==> src/rtl/lcd_dma_pkg.sv <==
// Shared types and AXI4 encodings for the LCD DMA burst-read responder.
package lcd_dma_pkg;

  typedef enum logic [1:0] {
    IDLE  = 2'd0,
    ADDR  = 2'd1,
    DATA  = 2'd2,
    DRAIN = 2'd3
  } state_e;

  localparam logic [2:0] AXI_SIZE_4B    = 3'b010;
  localparam logic [1:0] AXI_BURST_INCR = 2'b01;
  localparam logic [1:0] AXI_RESP_OKAY  = 2'b00;

endpackage

==> src/rtl/lcd_dma_axi_reader.sv <==
// Turns one LCD DMA burst request into a single AXI4 INCR read burst and
// streams the returned words back as one-cycle valid pulses.
module lcd_dma_axi_reader
  import lcd_dma_pkg::*;
#(
  parameter int         BURST_SIZE  = 8,
  parameter logic [3:0] ARCACHE_VAL = 4'b0011
) (
  input  logic        CLK,
  input  logic        RESETN,
  input  logic [28:0] DMA_RD_ADDR,
  input  logic        DMA_START,
  output logic        DMA_READY,
  output logic [31:0] DMA_RD_DATA,
  output logic        DMA_RD_DATA_VALID,
  input  logic        ERR_CLEAR,
  output logic        RESP_ERR,
  output logic        LAST_ERR,
  output logic [31:0] M_AXI_ARADDR,
  output logic [7:0]  M_AXI_ARLEN,
  output logic [2:0]  M_AXI_ARSIZE,
  output logic [1:0]  M_AXI_ARBURST,
  output logic [3:0]  M_AXI_ARCACHE,
  output logic [2:0]  M_AXI_ARPROT,
  output logic        M_AXI_ARVALID,
  input  logic        M_AXI_ARREADY,
  input  logic [31:0] M_AXI_RDATA,
  input  logic [1:0]  M_AXI_RRESP,
  input  logic        M_AXI_RLAST,
  input  logic        M_AXI_RVALID,
  output logic        M_AXI_RREADY
);

  localparam int              CNT_W     = $clog2(BURST_SIZE) + 1;
  localparam logic [CNT_W-1:0] LAST_BEAT = CNT_W'(BURST_SIZE - 1);

  state_e           state_q, state_d;
  logic [CNT_W-1:0] beat_cnt_q;
  logic             r_hs;
  logic             at_last;
  logic             data_beat;
  logic             resp_err_set;
  logic             last_err_set;

  assign M_AXI_ARLEN   = 8'(BURST_SIZE - 1);
  assign M_AXI_ARSIZE  = AXI_SIZE_4B;
  assign M_AXI_ARBURST = AXI_BURST_INCR;
  assign M_AXI_ARCACHE = ARCACHE_VAL;
  assign M_AXI_ARPROT  = 3'b000;

  // RREADY is a registered output, so a handshake can only occur in DATA or DRAIN.
  assign r_hs         = M_AXI_RVALID & M_AXI_RREADY;
  assign at_last      = (beat_cnt_q == LAST_BEAT);
  assign data_beat    = r_hs && (state_q == DATA);
  assign resp_err_set = data_beat && (M_AXI_RRESP inside {2'b10, 2'b11});
  assign last_err_set = data_beat && (M_AXI_RLAST != at_last);

  always_comb begin
    state_d = state_q;
    unique case (state_q)
      IDLE:  if (DMA_START) state_d = ADDR;
      ADDR:  if (M_AXI_ARREADY) state_d = DATA;
      DATA: begin
        if (r_hs) begin
          if (M_AXI_RLAST)  state_d = IDLE;
          else if (at_last) state_d = DRAIN;
        end
      end
      DRAIN: if (r_hs && M_AXI_RLAST) state_d = IDLE;
      default: state_d = IDLE;
    endcase
  end

  always_ff @(posedge CLK or negedge RESETN) begin
    if (!RESETN) begin
      state_q           <= IDLE;
      DMA_READY         <= 1'b1;
      M_AXI_ARVALID     <= 1'b0;
      M_AXI_RREADY      <= 1'b0;
      M_AXI_ARADDR      <= '0;
      beat_cnt_q        <= '0;
      DMA_RD_DATA       <= '0;
      DMA_RD_DATA_VALID <= 1'b0;
      RESP_ERR          <= 1'b0;
      LAST_ERR          <= 1'b0;
    end else begin
      state_q       <= state_d;
      DMA_READY     <= (state_d == IDLE);
      M_AXI_ARVALID <= (state_d == ADDR);
      M_AXI_RREADY  <= (state_d == DATA) || (state_d == DRAIN);

      if (state_q == IDLE && DMA_START)
        M_AXI_ARADDR <= {DMA_RD_ADDR, 2'b00};

      if (state_q == ADDR && M_AXI_ARREADY)
        beat_cnt_q <= '0;
      else if (data_beat && !at_last)
        beat_cnt_q <= beat_cnt_q + 1'b1;

      DMA_RD_DATA_VALID <= data_beat;
      if (data_beat)
        DMA_RD_DATA <= M_AXI_RDATA;

      // A new error outranks a simultaneous clear.
      RESP_ERR <= resp_err_set | (RESP_ERR & ~ERR_CLEAR);
      LAST_ERR <= last_err_set | (LAST_ERR & ~ERR_CLEAR);
    end
  end

endmodule

==> config.mk <==
export PLATFORM = sky130hd
export DESIGN_NAME = lcd_dma_axi_reader
export DESIGN_NICKNAME = d
export VERILOG_FILES = /design/src/rtl/lcd_dma_pkg.sv /design/src/rtl/lcd_dma_axi_reader.sv
export SDC_FILE = /design/constraint.sdc
export NUM_CORES = 1
export LEC_CHECK = 0
export CAP_MARGIN = 10
export CORE_MARGIN = 10
export CORE_UTILIZATION = 50
export DETAILED_ROUTE_END_ITERATION = 16
export DONT_BUFFER_PORTS = 1
export PLACE_DENSITY = 0.71
export SYNTH_ARGS = -nofsm -noshare
export SYNTH_HDL_FRONTEND = slang
export SYNTH_SLANG_ARGS = --single-unit
==> constraint.sdc <==
create_clock -name CLK -period 4 [get_ports CLK]
set_clock_uncertainty 0.05 [all_clocks]
set_input_delay 0 -clock CLK [delete_from_list [all_inputs] [get_ports CLK]]
set_output_delay 0 -clock CLK [all_outputs]
set_load 0.005 [all_outputs]
Word-level counts from Yosys, hierarchy flattened
Cells that the tools add are included.
{"block": "totals", "elab_cells": 49, "regBits": 73}
{"block": "classes", "n_bitwise": 6, "n_mux": 9, "add_sub_neg": 1, "n_eq_ne": 10, "reduce_logical": 13}
{"op": "equality test 2 bit (second input constant)", "n": 6}
{"op": "two-way mux 2 bit", "n": 6}
{"op": "two-way mux 4 bit", "n": 2}
{"op": "case mux 2 bit (4 select lines)", "n": 1}
{"op": "logical AND 1 bit", "n": 7}
{"op": "adder 4 x 1 -> 4 bit (second input constant)", "n": 1}
{"op": "equality test 2 x 1 -> 1 bit (second input constant)", "n": 2}
{"op": "equality test 4 x 3 -> 1 bit (second input constant)", "n": 1}
{"op": "zero test 2 bit", "n": 2}
{"op": "nonzero test 2 bit", "n": 2}
{"op": "AND 1 bit", "n": 3}
{"op": "OR 1 bit", "n": 2}
{"op": "zero test 1 bit", "n": 1}
{"op": "logical OR 1 bit", "n": 1}
{"op": "inequality test 1 bit", "n": 1}
{"op": "NOT 1 bit", "n": 1}

Longest topological paths before layout
Gate-level depths: netlist (run 1).
{"block": "depth", "word_depth": 7, "mapped_depth": 5}

Least setup slack after synthesis (run 1)
Ideal clock, no wire load.
{"block": "synth_path", "kind": "reg2reg", "from": "register beat_cnt_q[0]", "to": "register beat_cnt_q[3]", "path_stages_with_launch": 6, "t_arrival_ns": 1.511, "period_less_slack_ns": 1.638, "setup_ns": 0.077, "slack_ns": 2.362, "cell_sequence": "dfrtp_1 ha_1 and3b_1 buf_6 or4_1 a21oi_1"}
{"block": "synth_between", "elab_chain_len": 4, "elab_cells_between_ends": 7, "classes_between": "add/sub (1); eq/ne (1); mux (2); reduce/logical (3)"}
{"item": "start, declared", "line_no": "lcd_dma_axi_reader.sv:38", "source": "logic [CNT_W-1:0] beat_cnt_q;"}
{"item": "start signal, assigned", "line_no": "lcd_dma_axi_reader.sv:98", "source": "beat_cnt_q <= beat_cnt_q + 1'b1;"}
{"item": "branches (longest 4 deep; another with adder 4 x 1 -> 4 bit)"}
Parallel ways; which one is timed is not known. The select of a mux whose other input is x is not followed.
A chain may end at the register's enable or synchronous reset.

Final worst setup path (run 1)
{"block": "layout_path", "from": "register M_AXI_RREADY", "to": "register RESP_ERR"}
{"block": "layout_between", "elab_chain_len": 4}
{"item": "start, declared", "line_no": "lcd_dma_axi_reader.sv:31", "source": "output logic M_AXI_RREADY"}
{"item": "start signal, assigned", "line_no": "lcd_dma_axi_reader.sv:90", "source": "M_AXI_RREADY <= (state_d == DATA) || (state_d == DRAIN);"}
{"item": "AND 1 bit", "line_no": "lcd_dma_axi_reader.sv:52", "source": "assign r_hs = M_AXI_RVALID & M_AXI_RREADY;"}
{"item": "logical AND 1 bit", "line_no": "lcd_dma_axi_reader.sv:54", "source": "assign data_beat = r_hs && (state_q == DATA);"}
{"item": "logical AND 1 bit", "line_no": "lcd_dma_axi_reader.sv:55", "source": "assign resp_err_set = data_beat && (M_AXI_RRESP inside {2'b10, 2'b11});"}
{"item": "OR 1 bit", "line_no": "lcd_dma_axi_reader.sv:105", "source": "RESP_ERR <= resp_err_set | (RESP_ERR & ~ERR_CLEAR);"}
{"item": "end signal, assigned", "line_no": "lcd_dma_axi_reader.sv:105"}
{"item": "end, declared", "line_no": "lcd_dma_axi_reader.sv:17", "source": "output logic RESP_ERR,"}
Every way passes these cells.

==> impl_metrics.json, run 1 <==
{
  "finalWirelength_um": 7960,
  "path_buf_inv": 3,
  "post_cts_buffers": 0,
  "arrival_ns": 2.53,
  "fillCellCount": 415,
  "fmax_mhz": 423,
  "maxSlewViolCount": 0,
  "vias": 2057,
  "syn_area_per_cell_um2": 10.9,
  "htreeDepth": 3,
  "cts_tree": "done",
  "p_leak_nw": 1.87,
  "syn_to_final_growth_pct": 31.3,
  "cts_sinks": 72,
  "yosys_warnings": 0,
  "p_per_area_nw_per_um2": 678,
  "cts_root_buf": "clkbuf_8",
  "maxCapViolCount": 0,
  "dp_hpwl_um": 4880,
  "grt_pass1_wl_um": 12800,
  "cp_slowest_cell": "dlygate4sd3_1",
  "ys_seq_area_frac": 0.613,
  "post-route-util": 0.688,
  "finalInstanceArea_um2": 3860,
  "die_x_um": 96.7,
  "ys_seq_elements": 72,
  "dr.first_iter.drc_count": 78,
  "drc_errors": 0,
  "cp.depth": 5,
  "worst_pin_slew_ns": 0.595,
  "viasPerCell": 4.89,
  "detail_route.first_pass.iterations": 4,
  "hold_path.class": "input port to flip-flop",
  "grt.overflow.total": 0,
  "whs_path_depth": 4,
  "first_global_vias": 2291,
  "place.gp.congestion": 0.734,
  "cp_slowest_stage_delay_ns": 0.56,
  "period_needed_ns": 2.36,
  "antenna_left": 0,
  "cts_resized": 0,
  "hold_violations": 0,
  "relSlewSlack": 0.603,
  "final_cells": 421,
  "route.detailed.wl_per_inst_um": 18.9,
  "critPathKind": "flip-flop to flip-flop",
  "rsz0062_at_grt": "false",
  "die_area_um2": 9350,
  "setup_violations": 0,
  "design.portCount": 160,
  "antenna_found_initial": 2,
  "synthCells": 269,
  "peakVddDrop_v": 0.000413,
  "io_buffers": 0,
  "finalCritPeriodShare": 0.590,
  "synth_cell_types": 26,
  "path_delay_family": "buffers and inverters",
  "rows": 27,
  "cp-start-kind": "flip-flop",
  "cts_buffers": 9,
  "dp_cells": 330,
  "crit_required_ns": 4.17,
  "place_area_um2": 2890,
  "crit_chain": "nand3b_1 > buf_4 > inv_2 > a22o_1 > dlygate4sd3_1",
  "timing.critical_path.to_type": "flip-flop",
  "worstRegToRegCells": 5,
  "clk_pin_slew_ns": 0.07,
  "layout.nets": 413,
  "insertion_delay_ns": 0.33,
  "start_util": 0.524,
  "total_power_mw": 2.62,
  "tns_ns": 0,
  "die_h_um": 96.7,
  "synth_area_um2": 2940,
  "status": "finished clean",
  "multi_input_area_um2": 977,
  "grt_util_all_layers": 0.167,
  "grt_max_degree": 73,
  "fp.coreArea_um2": 5610,
  "cp_max_fo": 39,
  "layout-drive-gt1-share": 0.135,
  "r2r_slack_ns": 1.64,
  "clk_path_buf_depth": 2,
  "seqCellArea_um2": 1800
}
==> per-layer routing <==
metal | track usage | share of wire | vias to the layer above | wire [µm]
met3 | 0.0979 | 0.14 | 10 | 1080
met1 | 0.177 | 0.37 | 976 | 2920
met5 | 0 | 0 | - | 0
met2 | 0.263 | 0.48 | 113 | 3830
met4 | 0.0755 | 0.016 | 0 | 126
li1 | - | - | 958 | -
==> sequential cells by signal, indices dropped and copies added, names as in the netlist <==
signal,count
DMA_RD_DATA,32
DMA_RD_DATA_VALID,1
DMA_READY,1
LAST_ERR,1
M_AXI_ARADDR,29
M_AXI_ARVALID,1
M_AXI_RREADY,1
RESP_ERR,1
beat_cnt_q,4
state_q,1
==> report_power, final <==
part / switching [mW] / internal, mW / total, mW
clock network: 0.247 / 0.368 / 0.615
registers: 0.301 / 1.07 / 1.37
logic: 0.299 / 0.334 / 0.633
==> worst min-delay path: cells and delay by family <==
family | cells | cell delay (ns)
and+or+nand+nor | 3 | 0.21
buffers and inverters | 1 | 0.25
==> path summary, 6_finish.rpt <==
| check | startpoint | endpoint |
|---|---|---|
| setup / recovery | M_AXI_RREADY | RESP_ERR |
| hold / removal | M_AXI_RVALID | DMA_RD_DATA[15] |
| setup reg to reg | M_AXI_RREADY | RESP_ERR |
| hold reg to reg | DMA_RD_DATA[15] | DMA_RD_DATA[15] |
| max in group asynchronous | RESETN | DMA_READY |
| min in group asynchronous | RESETN | state_q[0] |
==> cell type report <==
class | count | share of cell area
diodes | 2 | 0.00130
clock buffers | 13 | 0.0386
clock inverters | 3 | 0.0169
inverters | 2 | 0.00194
multi-input cells | 182 | 0.253
flip-flops and latches | 72 | 0.467
well taps | 72 | 0.0233
repair buffers | 75 | 0.198
==> what timing repair did <==
action | in CTS | in global routing
setup endpoints to repair | 0 | 0
hold buffers | 73 | 0
hold endpoints to repair | 143 | 0
==> Yosys cell counts <==
cell | number | area [µm²]
ha_1 | 1 | 12.5
or3_1 | 1 | 6.26
mux2_2 | 28 | 315
and3b_1 | 1 | 8.76
or4_1 | 1 | 7.51
buf_6 | 1 | 11.3
a22o_1 | 2 | 17.5
conb_1 | 2 | 7.51
nand3b_1 | 3 | 22.5
o21a_1 | 1 | 7.51
dfrtp_1 | 71 | 1780
mux2_1 | 1 | 11.3
nand3_1 | 2 | 10.0
clkbuf_1 | 4 | 15.0
buf_4 | 25 | 188
inv_2 | 1 | 3.75
a21oi_1 | 6 | 30.0
buf_2 | 4 | 20.0
inv_1 | 1 | 3.75
o21ai_0 | 4 | 20.0
nand2_1 | 100 | 375
nor2_1 | 4 | 15.0
o21bai_1 | 1 | 7.51
dfstp_2 | 1 | 26.3
xor2_1 | 1 | 8.76
nand2b_1 | 2 | 12.5
==> layout by cell type (no fill, tap or decap), drive strengths merged, types with 3 or more instances in the layout <==
| cell | instances |
|---|---|
| mux2 | 29 |
| a21oi | 6 |
| nand2 | 100 |
| nor2 | 4 |
| dfrtp | 71 |
| clkbuf | 13 |
| nand3b | 3 |
| buf | 3 |
| conb | 23 |
| o21ai | 4 |
| dlygate4sd3 | 72 |
==> kinds of logic after synthesis <==
group / share of synthesized area
AO/OA/AOI/OAI: 0.0281
buffers and inverters: 0.0821
other: 0.00255
multiplexers: 0.111
AND/OR/NAND/NOR: 0.156
flip-flops: 0.613
XOR/XNOR: 0.00298
adder cells (fa/ha/maj): 0.00425
==> through the flow <==
step	setup slack [ns]	hold WS (ns)
after global placement	2.21	-0.343
after global routing	1.50	0.172
after CTS	1.67	0.114
final	1.64	0.129
after detailed placement	2.18	-0.343
after floorplan	2.36	-0.346
(Power assumes the default switching activity.)
==> inputs of run 2 (changes only) <==
==> constraint.sdc (replaced) <==
create_clock -name CLK -period 2.3 [get_ports CLK]
set_clock_uncertainty 0.05 [all_clocks]
set_input_delay 0 -clock CLK [delete_from_list [all_inputs] [get_ports CLK]]
set_output_delay 0 -clock CLK [all_outputs]
set_load 0.005 [all_outputs]
==> run 2 against run 1 <==
  * Design area down 0.32%
  * Sequential power up 74%
  * Count of clock-buffer cells in the layout unchanged
  * Critical endpoint unchanged
  * Largest cell class unchanged
==> impl_metrics.json, run 2 (synthesis gave the netlist of run 1 again) <==
{
  "status": "finished clean",
  "cts_root_buf": "clkbuf_8",
  "insertedDiodeCount": 0,
  "critPathKind": "flip-flop to flip-flop",
  "clk_path_buf_depth": 2,
  "post_cts_buffers": 0,
  "design.portCount": 160,
  "drc_errors": 0,
  "hold_slack_ns": 0.128,
  "detail_route.first_pass.iterations": 5,
  "place.gp.congestion": 0.732,
  "dp_cells": 331,
  "fp.coreArea_um2": 5610,
  "io_buffers": 0,
  "die_x_um": 96.7,
  "setup_violations": 0,
  "grt_util_all_layers": 0.165,
  "crit_chain": "nand3b_1 > inv_2 > a22o_1 > dlygate4sd3_1",
  "period_needed_ns": 2.08,
  "cts_tree": "done",
  "path_buf_inv": 2,
  "arrival_ns": 2.30,
  "preCtsSetupSlack_ns": 0.638,
  "p_per_area_nw_per_um2": 1170,
  "place_area_um2": 2900,
  "cts_sinks": 72,
  "setup_slack_ns": 0.216,
  "hold_path.class": "input port to flip-flop",
  "start_util": 0.524,
  "syn_to_final_growth_pct": 30.9,
  "largest_reg_flops": 32,
  "maxSlewViolCount": 0,
  "grt_max_degree": 73,
  "fmax_mhz": 480,
  "peakVddDrop_v": 0.000560,
  "layout-drive-gt1-share": 0.141,
  "hold_violations": 0,
  "reg_top3": "DMA_RD_DATA x32, M_AXI_ARADDR x29, beat_cnt_q x4",
  "route.detailed.wl_per_inst_um": 18.9,
  "cp-start-kind": "flip-flop",
  "viasPerCell": 4.95,
  "finalCritPeriodShare": 0.906,
  "post-route-util": 0.686,
  "vias": 2079,
  "die_h_um": 96.7,
  "htreeDepth": 3,
  "timing.critical_path.to_type": "flip-flop",
  "first_global_vias": 2203,
  "largest_register": "DMA_RD_DATA",
  "rows": 27,
  "final_cell_mix": "100 x nand2_1, 72 x dlygate4sd3_1, 71 x dfrtp_1",
  "path_delay_family": "buffers and inverters",
  "maxCapViolCount": 0,
  "grt_pass1_wl_um": 12600,
  "clk_pin_slew_ns": 0.07,
  "total_power_mw": 4.48,
  "layout_commonest_cell": "nand2_1",
  "finalInstanceArea_um2": 3850,
  "cp_slowest_stage_delay_ns": 0.55,
  "cp_slowest_cell": "dlygate4sd3_1",
  "layout.nets": 414,
  "p_leak_nw": 1.87,
  "crit_required_ns": 2.51,
  "dr.first_iter.drc_count": 74,
  "finalWirelength_um": 7950,
  "tns_ns": 0,
  "cp_max_fo": 37,
  "worst_pin_slew_ns": 0.600,
  "rsz0062_at_grt": "false",
  "insertion_delay_ns": 0.33,
  "grt.overflow.total": 0,
  "dp_hpwl_um": 4930,
  "antenna_found_initial": 0,
  "antenna_left": 0,
  "final_cells": 420,
  "die_area_um2": 9350,
  "cts_buffers": 9,
  "relSlewSlack": 0.600
}
## run 2: final cells by class
cell class	instances	area, µm²
multi-input combinational	182	977
sequential	72	1800
fill	427	1760
inverter	2	7.51
timing repair buffer	76	771
tap	72	90.1
clock buffer	13	159
clock inverter	3	40.0
## run 2: report_power, final
part / internal (mW) / switching (mW)
Sequential: 1.85 / 0.529
Combinational: 0.587 / 0.523
Clock: 0.558 / 0.431
## run 2: path summary, 6_finish.rpt
check	slack (ns)	end	from	cells after the start
setup / recovery	0.22	RESP_ERR	M_AXI_RREADY	4
hold / removal	0.13	DMA_RD_DATA[15]	M_AXI_RVALID	4
setup reg to reg	0.22	RESP_ERR	M_AXI_RREADY	4
hold reg to reg	0.46	DMA_RD_DATA[15]	DMA_RD_DATA[15]	2
max in group asynchronous	1.71	DMA_READY	RESETN	2
min in group asynchronous	0.20	M_AXI_ARADDR[23]	RESETN	2
## run 2: routing by layer
metal | vias to the layer above | wire length, µm | GRT usage
met5 | - | 0 | 0
met4 | 0 | 75 | 0.0519
met3 | 8 | 1040 | 0.0987
met2 | 109 | 3720 | 0.253
met1 | 1001 | 3110 | 0.189
li1 | 961 | - | -
## run 2: tightest hold or removal path: cells and delay by family
kind,cells,cell delay [ns]
buf+inv,1,0.23
simple gates,3,0.24
## run 2: repair_timing
| item | 4_1_cts | 5_1_grt |
|---|---|---|
| hold buffers | 73 | 0 |
| resized for setup | 0 | 0 |
| endpoints found under the hold margin | 143 | 0 |
==> inputs of run 3 (changes only) <==
--- a/config.mk
+++ b/config.mk
@@ -6,6 +6,7 @@
 export NUM_CORES = 1
 export LEC_CHECK = 0
 export CAP_MARGIN = 10
+export CORE_ASPECT_RATIO = 0.9
 export CORE_MARGIN = 10
 export CORE_UTILIZATION = 50
 export DETAILED_ROUTE_END_ITERATION = 16
==> run 3 against run 2 <==
  * Combinational power is essentially flat
  * Largest power group unchanged
  * Die area is essentially flat
  * Clock power grew 32%
  * Largest cell class unchanged
  * Total power grew 7.8%
  * Hold slack lost 0.079 ns
  * Register-to-register slack gained 0.10 ns
==> impl_metrics.json, run 3 (synthesis gave the netlist of run 1 again) <==
{
  "setup_violations": 0,
  "die_x_um": 101,
  "vias": 2065,
  "dp_hpwl_um": 5000,
  "grt_pass1_wl_um": 12800,
  "layout-drive-gt1-share": 0.149,
  "design.portCount": 160,
  "syn_to_final_growth_pct": 33.7,
  "p_leak_nw": 1.91,
  "met2_usage": 0.282,
  "grt_use_met3": 0.0914,
  "fp.coreArea_um2": 5690,
  "cts_hold_buffers": 74,
  "rows": 26,
  "cts_root_buf": "clkbuf_8",
  "p_per_area_nw_per_um2": 1230,
  "cp_slowest_stage_delay_ns": 0.55,
  "die_h_um": 92.8,
  "rsz0062_at_grt": "false",
  "timing.critical_path.to_type": "flip-flop",
  "route.detailed.wl_per_inst_um": 19.5,
  "first_global_vias": 2275,
  "cp_max_fo": 18,
  "multi_input_area_um2": 977,
  "grt_max_degree": 73,
  "cts_tree": "done",
  "largest_reg_flops": 32,
  "path_delay_family": "buffers and inverters",
  "final_cell_mix": "100 x nand2_1, 73 x dlygate4sd3_1, 71 x dfrtp_1",
  "critPathKind": "flip-flop to flip-flop",
  "io_buffers": 0,
  "clk_pin_slew_ns": 0.08,
  "crit_chain": "nand3b_1 > buf_4 > inv_2 > nand2_1 > nand2_1 > dlygate4sd3_1",
  "use_met1": 0.191,
  "finalWirelength_um": 8190,
  "tns_ns": 0,
  "arrival_ns": 2.15,
  "insertion_delay_ns": 0.33,
  "cts_resized": 0,
  "path_buf_inv": 3,
  "hold_violations": 0,
  "antenna_found_initial": 0,
  "start_util": 0.516,
  "cts_sinks": 72,
  "largest_register": "DMA_RD_DATA",
  "cp_slowest_cell": "dlygate4sd3_1",
  "insertedDiodeCount": 0,
  "htreeDepth": 3,
  "grt.overflow.total": 0,
  "viasPerCell": 4.92,
  "place.gp.congestion": 0.718,
  "post_cts_buffers": 0,
  "cp-start-kind": "flip-flop",
  "path_common_cell": "nand2_1",
  "hold_slack_ns": 0.0491,
  "layout.nets": 416,
  "finalInstanceArea_um2": 3930,
  "layout_commonest_cell": "nand2_1",
  "grt_util_all_layers": 0.174,
  "hold_path.class": "input port to flip-flop",
  "peakVddDrop_v": 0.000819,
  "period_needed_ns": 1.98,
  "place_area_um2": 2910,
  "crit_required_ns": 2.47,
  "seqCellArea_um2": 1800,
  "dr.first_iter.drc_count": 67,
  "status": "finished clean",
  "fillCellCount": 403,
  "drc_errors": 0,
  "finalCritPeriodShare": 0.862,
  "detail_route.first_pass.iterations": 4,
  "fmax_mhz": 504,
  "maxSlewViolCount": 0,
  "cts_buffers": 9,
  "reg_top3": "DMA_RD_DATA x32, M_AXI_ARADDR x29, beat_cnt_q x4",
  "maxCapViolCount": 0,
  "clk_path_buf_depth": 2,
  "antenna_left": 0,
  "die_area_um2": 9350,
  "grt_busiest_layer": "met2"
}
[run 3: cell count changes in the layout (fill, tap and decap cells not counted), sizes merged]
cell / delta
dlygate4sd3: +1
inv: +1
clkbuf: -4
bufinv: +3
buf: +1
[run 3: through the flow]
step / worst slack [ns] / cells / utilization / power [mW]
6_report: 0.317 / 420 / 0.690 / 4.84
3_3_place_gp: 0.490 / 330 / 0.510 / 3.26
3_5_place_dp: 0.444 / 330 / 0.510 / 3.33
2_1_floorplan: 0.662 / 290 / - / 3.03
5_1_grt: 0.160 / 420 / 0.690 / 5.17
4_1_cts: 0.291 / 420 / 0.690 / 4.83
[run 3: worst paths after layout]
check | from | end | slack [ns] | cells past startpoint
max | M_AXI_RREADY | DMA_RD_DATA[16] | 0.32 | 6
min | M_AXI_RVALID | beat_cnt_q[3] | 0.05 | 3
max reg2reg | M_AXI_RREADY | DMA_RD_DATA[16] | 0.32 | 6
min reg2reg | DMA_RD_DATA[1] | DMA_RD_DATA[1] | 0.47 | 2
max in group asynchronous | RESETN | DMA_READY | 1.72 | 2
min in group asynchronous | RESETN | LAST_ERR | 0.18 | 2
[run 3: routing by layer]
| metal | part of all wire | wire (µm) |
|---|---|---|
| met1 | 0.36 | 2950 |
| met2 | 0.49 | 4050 |
| met3 | 0.14 | 1120 |
| met4 | 0.0088 | 72 |
| met5 | 0 | 0 |
[run 3: power by group]
group	leakage, nW	total, mW	internal [mW]	switching [mW]
sequential	0.887	2.39	1.85	0.533
clock	0.134	1.31	0.834	0.472
combinational	0.886	1.14	0.607	0.536
[run 3: final cells by class]
type                            instances  share of cell area
Sequential cell                        72               0.459
Multi-Input combinational cell        182               0.249
Timing Repair Buffer                   78               0.201
Clock inverter                          7              0.0363
Clock buffer                            9              0.0315
Tap cell                               70              0.0223
Inverter                                2             0.00191
[run 3: worst min-delay path, cell delays in order]
cell      delay (ns)
nand3b_1        0.18
or4_1           0.14
a21oi_1         0.06
